`src/rtl/r200_ifetch.sv`:
```
// r200_ifetch: instruction-fetch stage of the r200 RV32 pipeline.
// Owns the fetch PC, a single-outstanding-request handshake to instruction
// memory, a one-entry skid buffer for decode back-pressure, and the IF/ID
// pipeline register consumed by decode.
//
// Ports:
//   clk, rst          clock; synchronous active-high reset
//   imem_req/addr     fetch request and word address to instruction memory
//   imem_rvalid/rdata response strobe and instruction word
//   id_stall          decode cannot accept a new instruction this cycle
//   pcsel, branchif   redirect control from decode (01 branch, 10 jump)
//   pc_brtarg         branch target
//   jmp_targ          jump target
//   pc_addrout, pcp4  PC of the IF/ID instruction and PC+4
//   instrn            IF/ID instruction (NOP_INSTR when not valid)
//   instrn_valid      IF/ID holds a live instruction
module r200_ifetch #(
  parameter logic [31:0] RESET_PC  = 32'h0000_0000,
  parameter logic [31:0] NOP_INSTR = 32'h0000_0013
) (
  input  logic        clk,
  input  logic        rst,
  output logic        imem_req,
  output logic [31:0] imem_addr,
  input  logic        imem_rvalid,
  input  logic [31:0] imem_rdata,
  input  logic        id_stall,
  input  logic [1:0]  pcsel,
  input  logic        branchif,
  input  logic [31:0] pc_brtarg,
  input  logic [31:0] jmp_targ,
  output logic [31:0] pc_addrout,
  output logic [31:0] pcp4,
  output logic [31:0] instrn,
  output logic        instrn_valid
);

  localparam logic [31:0] PC_STEP = 32'd4;

  typedef enum logic [1:0] {
    S_FETCH   = 2'd0,
    S_HOLD    = 2'd1,
    S_DISCARD = 2'd2
  } state_t;

  typedef struct packed {
    logic [31:0] pc;
    logic [31:0] instr;
  } fetch_word_t;

  state_t      state_q, state_d;
  logic        pending_q, pending_d;
  logic [31:0] fetch_pc_q, fetch_pc_d;
  fetch_word_t skid_q, skid_d;
  fetch_word_t ifid_q, ifid_d;
  logic        ifid_valid_q, ifid_valid_d;
  logic [31:0] pcp4_q;
  logic        req_c;
  logic [31:0] addr_c;
  logic        rsp_c;
  logic        is_branch_c;
  logic        is_jump_c;
  logic        redirect_c;
  logic [31:0] target_c;

  // A response only counts while a request is outstanding; stray strobes are ignored.
  assign rsp_c       = pending_q & imem_rvalid;
  assign is_branch_c = (pcsel == 2'b01) & branchif;
  assign is_jump_c   = (pcsel == 2'b10);
  assign redirect_c  = ifid_valid_q & (is_branch_c | is_jump_c);
  assign target_c    = is_jump_c ? {jmp_targ[31:2], 2'b00} : {pc_brtarg[31:2], 2'b00};

  // Next-state and request logic.
  always_comb begin
    state_d      = state_q;
    fetch_pc_d   = fetch_pc_q;
    skid_d       = skid_q;
    ifid_d       = ifid_q;
    ifid_valid_d = ifid_valid_q;
    req_c        = 1'b0;
    addr_c       = fetch_pc_q;

    case (state_q)
      S_FETCH: begin
        if (rsp_c) begin
          fetch_pc_d = fetch_pc_q + PC_STEP;
          if (id_stall) begin
            // Park the word; no new request until decode drains the skid.
            skid_d  = '{pc: fetch_pc_q, instr: imem_rdata};
            state_d = S_HOLD;
          end else begin
            ifid_d       = '{pc: fetch_pc_q, instr: imem_rdata};
            ifid_valid_d = 1'b1;
            // Back-to-back issue at the following word.
            req_c        = 1'b1;
            addr_c       = fetch_pc_q + PC_STEP;
          end
        end else begin
          req_c = ~pending_q;
          if (!id_stall) begin
            ifid_valid_d = 1'b0;
            ifid_d.instr = NOP_INSTR;
          end
        end
      end
      S_HOLD: begin
        if (!id_stall) begin
          ifid_d       = skid_q;
          ifid_valid_d = 1'b1;
          state_d      = S_FETCH;
        end
      end
      S_DISCARD: begin
        // Drop the wrong-path response and issue at the redirect target.
        if (rsp_c) begin
          req_c   = 1'b1;
          state_d = S_FETCH;
        end
      end
      default: state_d = S_FETCH;
    endcase

    // Redirect overrides everything; the target is issued next cycle.
    if (redirect_c) begin
      ifid_valid_d = 1'b0;
      ifid_d.instr = NOP_INSTR;
      fetch_pc_d   = target_c;
      req_c        = 1'b0;
      state_d      = (pending_q && !imem_rvalid) ? S_DISCARD : S_FETCH;
    end

    if (rst) req_c = 1'b0;
  end

  assign pending_d = req_c | (pending_q & ~imem_rvalid);

  // State and pipeline registers.
  always_ff @(posedge clk) begin
    if (rst) begin
      state_q      <= S_FETCH;
      pending_q    <= 1'b0;
      fetch_pc_q   <= RESET_PC;
      skid_q       <= '0;
      ifid_q       <= '{pc: RESET_PC, instr: NOP_INSTR};
      ifid_valid_q <= 1'b0;
      pcp4_q       <= RESET_PC + PC_STEP;
    end else begin
      state_q      <= state_d;
      pending_q    <= pending_d;
      fetch_pc_q   <= fetch_pc_d;
      skid_q       <= skid_d;
      ifid_q       <= ifid_d;
      ifid_valid_q <= ifid_valid_d;
      pcp4_q       <= ifid_d.pc + PC_STEP;
    end
  end

  assign imem_req     = req_c;
  assign imem_addr    = addr_c;
  assign pc_addrout   = ifid_q.pc;
  assign pcp4         = pcp4_q;
  assign instrn       = ifid_q.instr;
  assign instrn_valid = ifid_valid_q;

endmodule

```
`config.mk`:
```
export PLATFORM = sky130hd
export DESIGN_NAME = r200_ifetch
export DESIGN_NICKNAME = d
export VERILOG_FILES = /design/src/rtl/r200_ifetch.sv
export SDC_FILE = /design/constraint.sdc
export NUM_CORES = 1
export LEC_CHECK = 0
export CAP_MARGIN = 10
export CORE_MARGIN = 2
export CORE_UTILIZATION = 44
export CTS_CLUSTER_SIZE = 30
export DETAILED_ROUTE_END_ITERATION = 10
export GPL_TIMING_DRIVEN = 0
export PLACE_DENSITY = 0.76
export SYNTH_ARGS = -nofsm -noshare
export SYNTH_HDL_FRONTEND = slang
export SYNTH_SLANG_ARGS = --single-unit
```
`constraint.sdc`:
```
create_clock -name clk -period 3.68 [get_ports clk]
set_input_delay 0.736 -clock clk [delete_from_list [all_inputs] [get_ports clk]]
set_output_delay 0.736 -clock clk [all_outputs]
set_load 0.1 [all_outputs]
```
==> results by group, run 1 <==
Cells and area
  – Nets@finish: 1448
  – Final Non-Filler Cells: 1621
  – Layout fillers: 1715
  – Commonest non-fill, non-tap cell in the layout: clkdlybuf4s50_1
  – Final Util: 0.633
  – Synth-to-layout area growth: 40.0%
  – Most frequent cells in the layout: clkdlybuf4s50_1 (193), dfxtp_1 (188), nand2_1 (170)
  – Area of the multi-input gates: 4950 um^2
  – Final instance area: 12400 um^2
  – Proportion of layout cells with a drive suffix above 1: 0.106
  – Storage element area: 3810 um^2
  – Antenna cells: 0

Yosys
  – Synth Flop Type: dfxtp_1
  – Synth warnings: 0
  – Avg Cell Area, Syn: 8.04 um^2
  – Post-Syn Area: 8860 um^2
  – Yosys cell types: 61
  – Synth Instances: 1101
  – Sequential area share after synthesis: 0.429
  – Ys async rst share: 0
  – Number of enable flip-flop cells after synthesis: 0
  – Seq cells post-synth: 190

Placed design
  – HPWL after detailed placement: 22000 um
  – PortBufs: 226
  – Placed insts: 1593
  – Place WS: -2.14 ns
  – GPL Wtd Cong: 0.951
  – Area post-placement: 11700 um^2

Routing
  – Wire per inst: 18.6 um
  – Total iterations of the first detailed-routing run: 10
  – Remaining DRCs: 0
  – Routed Antenna Nets: 0
  – Starting DRT DRC Count: 918
  – Routed vias: 9153
  – Final wirelength: 30200 um
  – Via-to-Cell Ratio: 5.65

CTS
  – CTS tree: built
  – Clock latency on the worst-skew pair: 0.44 ns
  – Root Buffer: clkbuf_16
  – CTS Sinks: 190
  – Inserted Clock Buffers: 17
  – Clk buf depth: 2
  – Worst-path clk slew: 0.07 ns
  – Htree depth: 4

Floorplan
  – Starting Density: 0.452
  – Die W: 146 um
  – I/O Pins: 233
  – Core Footprint: 19600 um^2
  – Die area: 21300 um^2
  – Row cnt: 51
  – Die H: 146 um

Critical path
  – Register-to-Register Path Depth: 11
  – Reg2Reg Capture Point: pcp4[30]$_SDFF_PP0_
  – Crit Path Max Fanout: 10
  – CP startpoint kind: input port
  – Critical Path End Type: flop
  – Critical path arrival: 3.95 ns
  – Critical path required time: 4.00 ns
  – Reg2reg setup slack: 0.09 ns
  – Crit Path Class: input port to flop
  – Critical R2R Launch: state_q[0]$_SDFFE_PP0P_

Hold path
  – Hold EP: skid_q[60]$_SDFFE_PP0P_
  – Hold Startpoint: skid_q[60]$_SDFFE_PP0P_
  – Min-delay worst type: flop to flop
  – Worst hold path cell count: 2

Power and ir drop
  – Combinational group share of total power: 0.240
  – Switch share: 0.336
  – Design Power: 5.34 mW
  – Clk pwr share: 0.347
  – PwrDens: 430 nW/um^2
  – Leakage: 4.52 nW
  – Net Sw Power: 1.80 mW
  – Register share of total power: 0.413
  – P_int: 3.54 mW
  – Worst VDD drop: 356 uV

Global route
  – GR Util All Layers: 0.276
  – Largest net degree at the start of global routing: 17
  – Initial antenna violation count: 0
  – First-pass GRT wire length: 46800 um
  – Vias in the first global route: 8477
  – Gr ovfl total: 0

Flow run
  – Max-Cap Viols: 0

STA
  – Hold Vio Cnt, Final: 0
  – Setup TNS Final: 0 ns
  – Final Slew Violations: 0
  – Hold WS: 0.451 ns
  – Setup violators final: 0
  – Final worst slack: 0.0497 ns
  – Clock Skew: 0.00999 ns
  – Final period utilization: 0.987
  – Slew @ Worst Pin: 1.15 ns
  – RSZ-0062 raised after global routing: false
  – FMAX: 275 MHz
  – Slew margin rel.: 0.223
  – Minimum clock period: 3.63 ns

Outcome
  – Status: complete, no violations
[how the worst max path moves through the flow]
stage,from,end
after floorplan,imem_rvalid,imem_addr[9]
after global placement,imem_rvalid,imem_addr[30]
after detailed placement,imem_rvalid,imem_addr[30]
after CTS,id_stall,pcp4[31]$_SDFF_PP0_
after global routing,id_stall,pcp4[31]$_SDFF_PP0_
final,id_stall,pcp4[30]$_SDFF_PP0_
[registers in the layout (all words and copies together) (netlist names)]
name and cells:
skid_q 62, instrn 32, pc_addrout 32, fetch_pc_q 30
pcp4 30, state_q 2, instrn_valid 1, pending_q 1
[repair_timing]
action                                  CTS  global route
cloned                                    0             1
resized for setup                       167            21
endpoints found under the setup margin   44            32
pin swaps                                 4             4
hold buffers                              0             0
setup buffers                             4             3
[cells in the mapped netlist (all sizes together), types with 6 or more instances]
master  instances  area (um^2)
mux2i          23          230
nor2          134          505
xnor2          37          324
inv            10         37.5
o22ai          27          169
and3            8         50.1
nand3          14         70.1
clkbuf         83          312
nand2         173          649
xor2           33          289
or4             6         45.0
a21oi          71          359
buf            22          119
dfxtp         190         3800
nor4            6         37.5
or3             9         56.3
nand4          12         75.1
nand2b          7         43.8
o21ai          13         65.1
nor2b          18          113
a211oi         37          278
a21o            9         67.6
and2            8         50.1
a221oi         37          324
nor3           55          275
[kinds of logic after synthesis]
| family | after synthesis | share of synthesized area |
|---|---|---|
| adder cells (fa/ha/maj) | 2 | 0.00282 |
| other | 1 | 0.000423 |
| flip-flops | 190 | 0.429 |
| multiplexers | 28 | 0.0323 |
| buffers and inverters | 115 | 0.0528 |
| XOR/XNOR | 70 | 0.0692 |
| AO/OA/AOI/OAI | 226 | 0.173 |
| AND/OR/NAND/NOR | 469 | 0.240 |
[power groups by stage]
stage	Clock, mW	Combinational, mW	Sequential, mW
floorplan	0	0.487	2.63
global placement	0	1.26	2.24
detailed placement	0	1.27	2.24
CTS	1.86	1.27	2.20
global route	1.96	1.34	2.21
finish	1.85	1.28	2.20
[area by class of cell]
| cell class | instances | share of cell area |
|---|---|---|
| Multi-Input combinational cell | 798 | 0.399 |
| Inverter | 10 | 0.00303 |
| Clock buffer | 20 | 0.0360 |
| Sequential cell | 190 | 0.307 |
| Clock inverter | 12 | 0.0110 |
| Timing Repair Buffer | 233 | 0.183 |
| Tap cell | 265 | 0.0267 |
| Buffer | 93 | 0.0333 |
[metal layers]
layer,up-vias,part of all wire,track usage
li1,4313,-,-
met1,4309,0.41,0.375
met2,468,0.46,0.440
met3,63,0.091,0.0492
met4,0,0.033,0.106
met5,-,0,0
[worst max-delay path, stage by stage]
cell and delay [ns]:
dlygate4sd2_1 0.30, buf_6 0.17, or2_1 0.29, a21oi_4 0.16, o221ai_1 0.18, inv_1 0.09
ha_1 0.18, o21ai_1 0.14, or4_4 0.60, or3_4 0.47, nor4_2 0.26, mux2_1 0.36
Power figures use the tool's default switching activity.
==> run 2: changes to the inputs <==
CAP_MARGIN = unset   (was 10)
==> results of run 2 <==
No change in the layout: final DEF, timing and power equal those of run 1.
==> run 3: changes to the inputs <==
SKIP_CTS_REPAIR_TIMING = 1   (was unset)
==> run 3 against run 2 <==
  * Sequential power hardly changed
  * Sequential cell count stayed put
  * Non-clock buffer count is 2 lower
  * Critical path type is now flop to output port
  * Largest power group unchanged
  * Count of clock-buffer cells in the layout stayed put
  * Worst hold slack better by 0.00068 ns
  * Total power hardly changed
  * Clock power hardly changed
==> results by group, run 3 (synthesis results as in run 1) <==
Floorplan
  – Die area: 21300 um^2 (unchanged)
  – I/O Pins: 233 (unchanged)
  – Starting Density: 0.452 (unchanged)
  – Die H: 146 um (unchanged)
  – Die W: 146 um (unchanged)
  – Core Footprint: 19600 um^2 (unchanged)
  – Row cnt: 51 (unchanged)

Routing
  – Final wirelength: 30000 um (-0.63%)
  – Remaining DRCs: 0 (unchanged)
  – Via-to-Cell Ratio: 5.65 (about the same)
  – Wire per inst: 18.5 um (-0.51%)
  – Routed Antenna Nets: 0 (unchanged)
  – Starting DRT DRC Count: 767 (-16%)
  – Total iterations of the first detailed-routing run: 8 (-2)
  – Routed vias: 9145 (-0.087%)

Placed design
  – Place WS: -2.14 ns (unchanged)
  – GPL Wtd Cong: 0.951 (unchanged)
  – Placed insts: 1593 (unchanged)
  – PortBufs: 226 (unchanged)
  – HPWL after detailed placement: 22000 um (unchanged)

Critical path
  – Slowest stage delay, CP: 0.77 ns (+0.17 ns)
  – Crit Path Class: flop to output port
  – CP cell instances: nand4_1 > nor3_4 > buf_4 > nand3_1 > xnor2_2 > dlymetal6s2s_1
  – Critical path arrival: 2.90 ns (-1.05 ns)
  – Critical Path End Type: output port
  – Crit Path Max Fanout: 8 (-2)
  – CP startpoint kind: flop
  – Cell at the slowest stage of the critical path: dlymetal6s2s_1
  – Critical path required time: 2.94 ns (-1.06 ns)

Cells and area
  – Commonest non-fill, non-tap cell in the layout: clkdlybuf4s50_1
  – Nets@finish: 1446 (-0.14%)
  – Most frequent cells in the layout: clkdlybuf4s50_1 (193), dfxtp_1 (186), nand2_1 (169)
  – Final Util: 0.630 (-0.00256)
  – Reg with most FFs: skid_q
  – Antenna cells: 0 (unchanged)
  – Number of flip-flops in the largest register: 62 (unchanged)
  – Final Non-Filler Cells: 1619 (-0.12%)
  – Synth-to-layout area growth: 39.4%
  – Proportion of layout cells with a drive suffix above 1: 0.104 (-0.00206)

Hold path
  – Min-delay worst type: flop to flop

Outcome
  – Status: complete, no violations

STA
  – Slew margin rel.: 0.259 (+0.0361)
  – Slew @ Worst Pin: 1.10 ns (-0.0534 ns)
  – Hold WS: 0.452 ns (+0.000677 ns)
  – Final Slew Violations: 0 (unchanged)
  – Final period utilization: 0.987 (about the same)
  – Clock Skew: 0.0119 ns (+0.00191 ns)
  – Minimum clock period: 3.63 ns (+0.00331 ns)
  – RSZ-0062 raised after global routing: true
  – Setup TNS Final: 0 ns (unchanged)
  – Hold Vio Cnt, Final: 0 (unchanged)
  – Setup violators final: 0 (unchanged)
  – FMAX: 275 MHz (about the same)
  – Final worst slack: 0.0464 ns (-0.00331 ns)

Power and ir drop
  – Leakage: 4.61 nW (+2.0%)
  – PwrDens: 432 nW/um^2 (+0.41%)
  – Worst VDD drop: 356 uV (about the same)

Global route
  – Gr ovfl total: 0 (unchanged)
  – GR Layer Usage met3: 0.0483 (-0.000940)
  – Largest net degree at the start of global routing: 17 (unchanged)
  – GR Util All Layers: 0.274 (-0.00268)
  – Met1 usage: 0.369 (-0.00536)
  – Initial antenna violation count: 0 (unchanged)
  – First-pass GRT wire length: 46400 um (-0.78%)
  – Vias in the first global route: 8414 (-0.74%)
  – GRT busiest layer: met2
  – Grt met2 use: 0.438 (-0.00142)

CTS
  – Clock latency on the worst-skew pair: 0.44 ns (about the same)
  – Inserted Clock Buffers: 17 (unchanged)
  – Root Buffer: clkbuf_16
  – Worst-path clk slew: 0.07 ns (about the same)
  – Htree depth: 4 (unchanged)
  – CTS tree: built
  – Clk buf depth: 2 (unchanged)
  – CTS Sinks: 190 (unchanged)

Flow run
  – Max-Cap Viols: 0 (unchanged)
-- run 3: report_power, final --
group	internal (mW)	leakage [nW]	total (mW)	switching, mW
registers	2.14	1.55	2.20	0.0611
clock network	1.02	0.277	1.86	0.833
logic	0.373	2.78	1.28	0.903
total	3.54	4.61	5.34	1.80
-- run 3: metrics by stage --
step	area (um^2)	power (mW)
floorplan	9100	3.12
global placement	11700	3.50
detailed placement	11700	3.51
CTS	12300	5.33
global route	12300	5.51
finish	12300	5.34
-- run 3: path summary, 6_finish.rpt --
path / from / end / slack, ns / depth (start not counted)
worst max-delay path: fetch_pc_q[3]$_SDFFE_PP0P_ / imem_addr[15] / 0.05 / 6
worst min-delay path: skid_q[1]$_SDFFE_PP0P_ / skid_q[1]$_SDFFE_PP0P_ / 0.45 / 2
worst max register to register: state_q[0]$_SDFFE_PP0P_ / pcp4[30]$_SDFF_PP0_ / 0.14 / 11
worst min register to register: skid_q[1]$_SDFFE_PP0P_ / skid_q[1]$_SDFFE_PP0P_ / 0.45 / 2
-- run 3: worst max-delay path, delay by kind of cell (launching register included) --
| kind | cells | cell delay (ns) |
|---|---|---|
| flops | 1 | 0.55 |
| simple gates | 3 | 0.78 |
| xor+xnor | 1 | 0.15 |
| buf+inv | 2 | 0.97 |
-- run 3: routing by layer --
metal | wire [um] | share of wire
met5 | 0 | 0
met4 | 1050 | 0.035
met3 | 2440 | 0.081
met2 | 13900 | 0.46
met1 | 12600 | 0.42
-- run 3: final cells by class --
class	instances	area (um^2)
Buffer	91	395
Clock buffer	20	447
Clock inverter	12	136
Fill cell	1724	7240
Inverter	10	37.5
Multi-Input combinational cell	798	4940
Sequential cell	190	3810
Tap cell	265	332
Timing Repair Buffer	233	2250
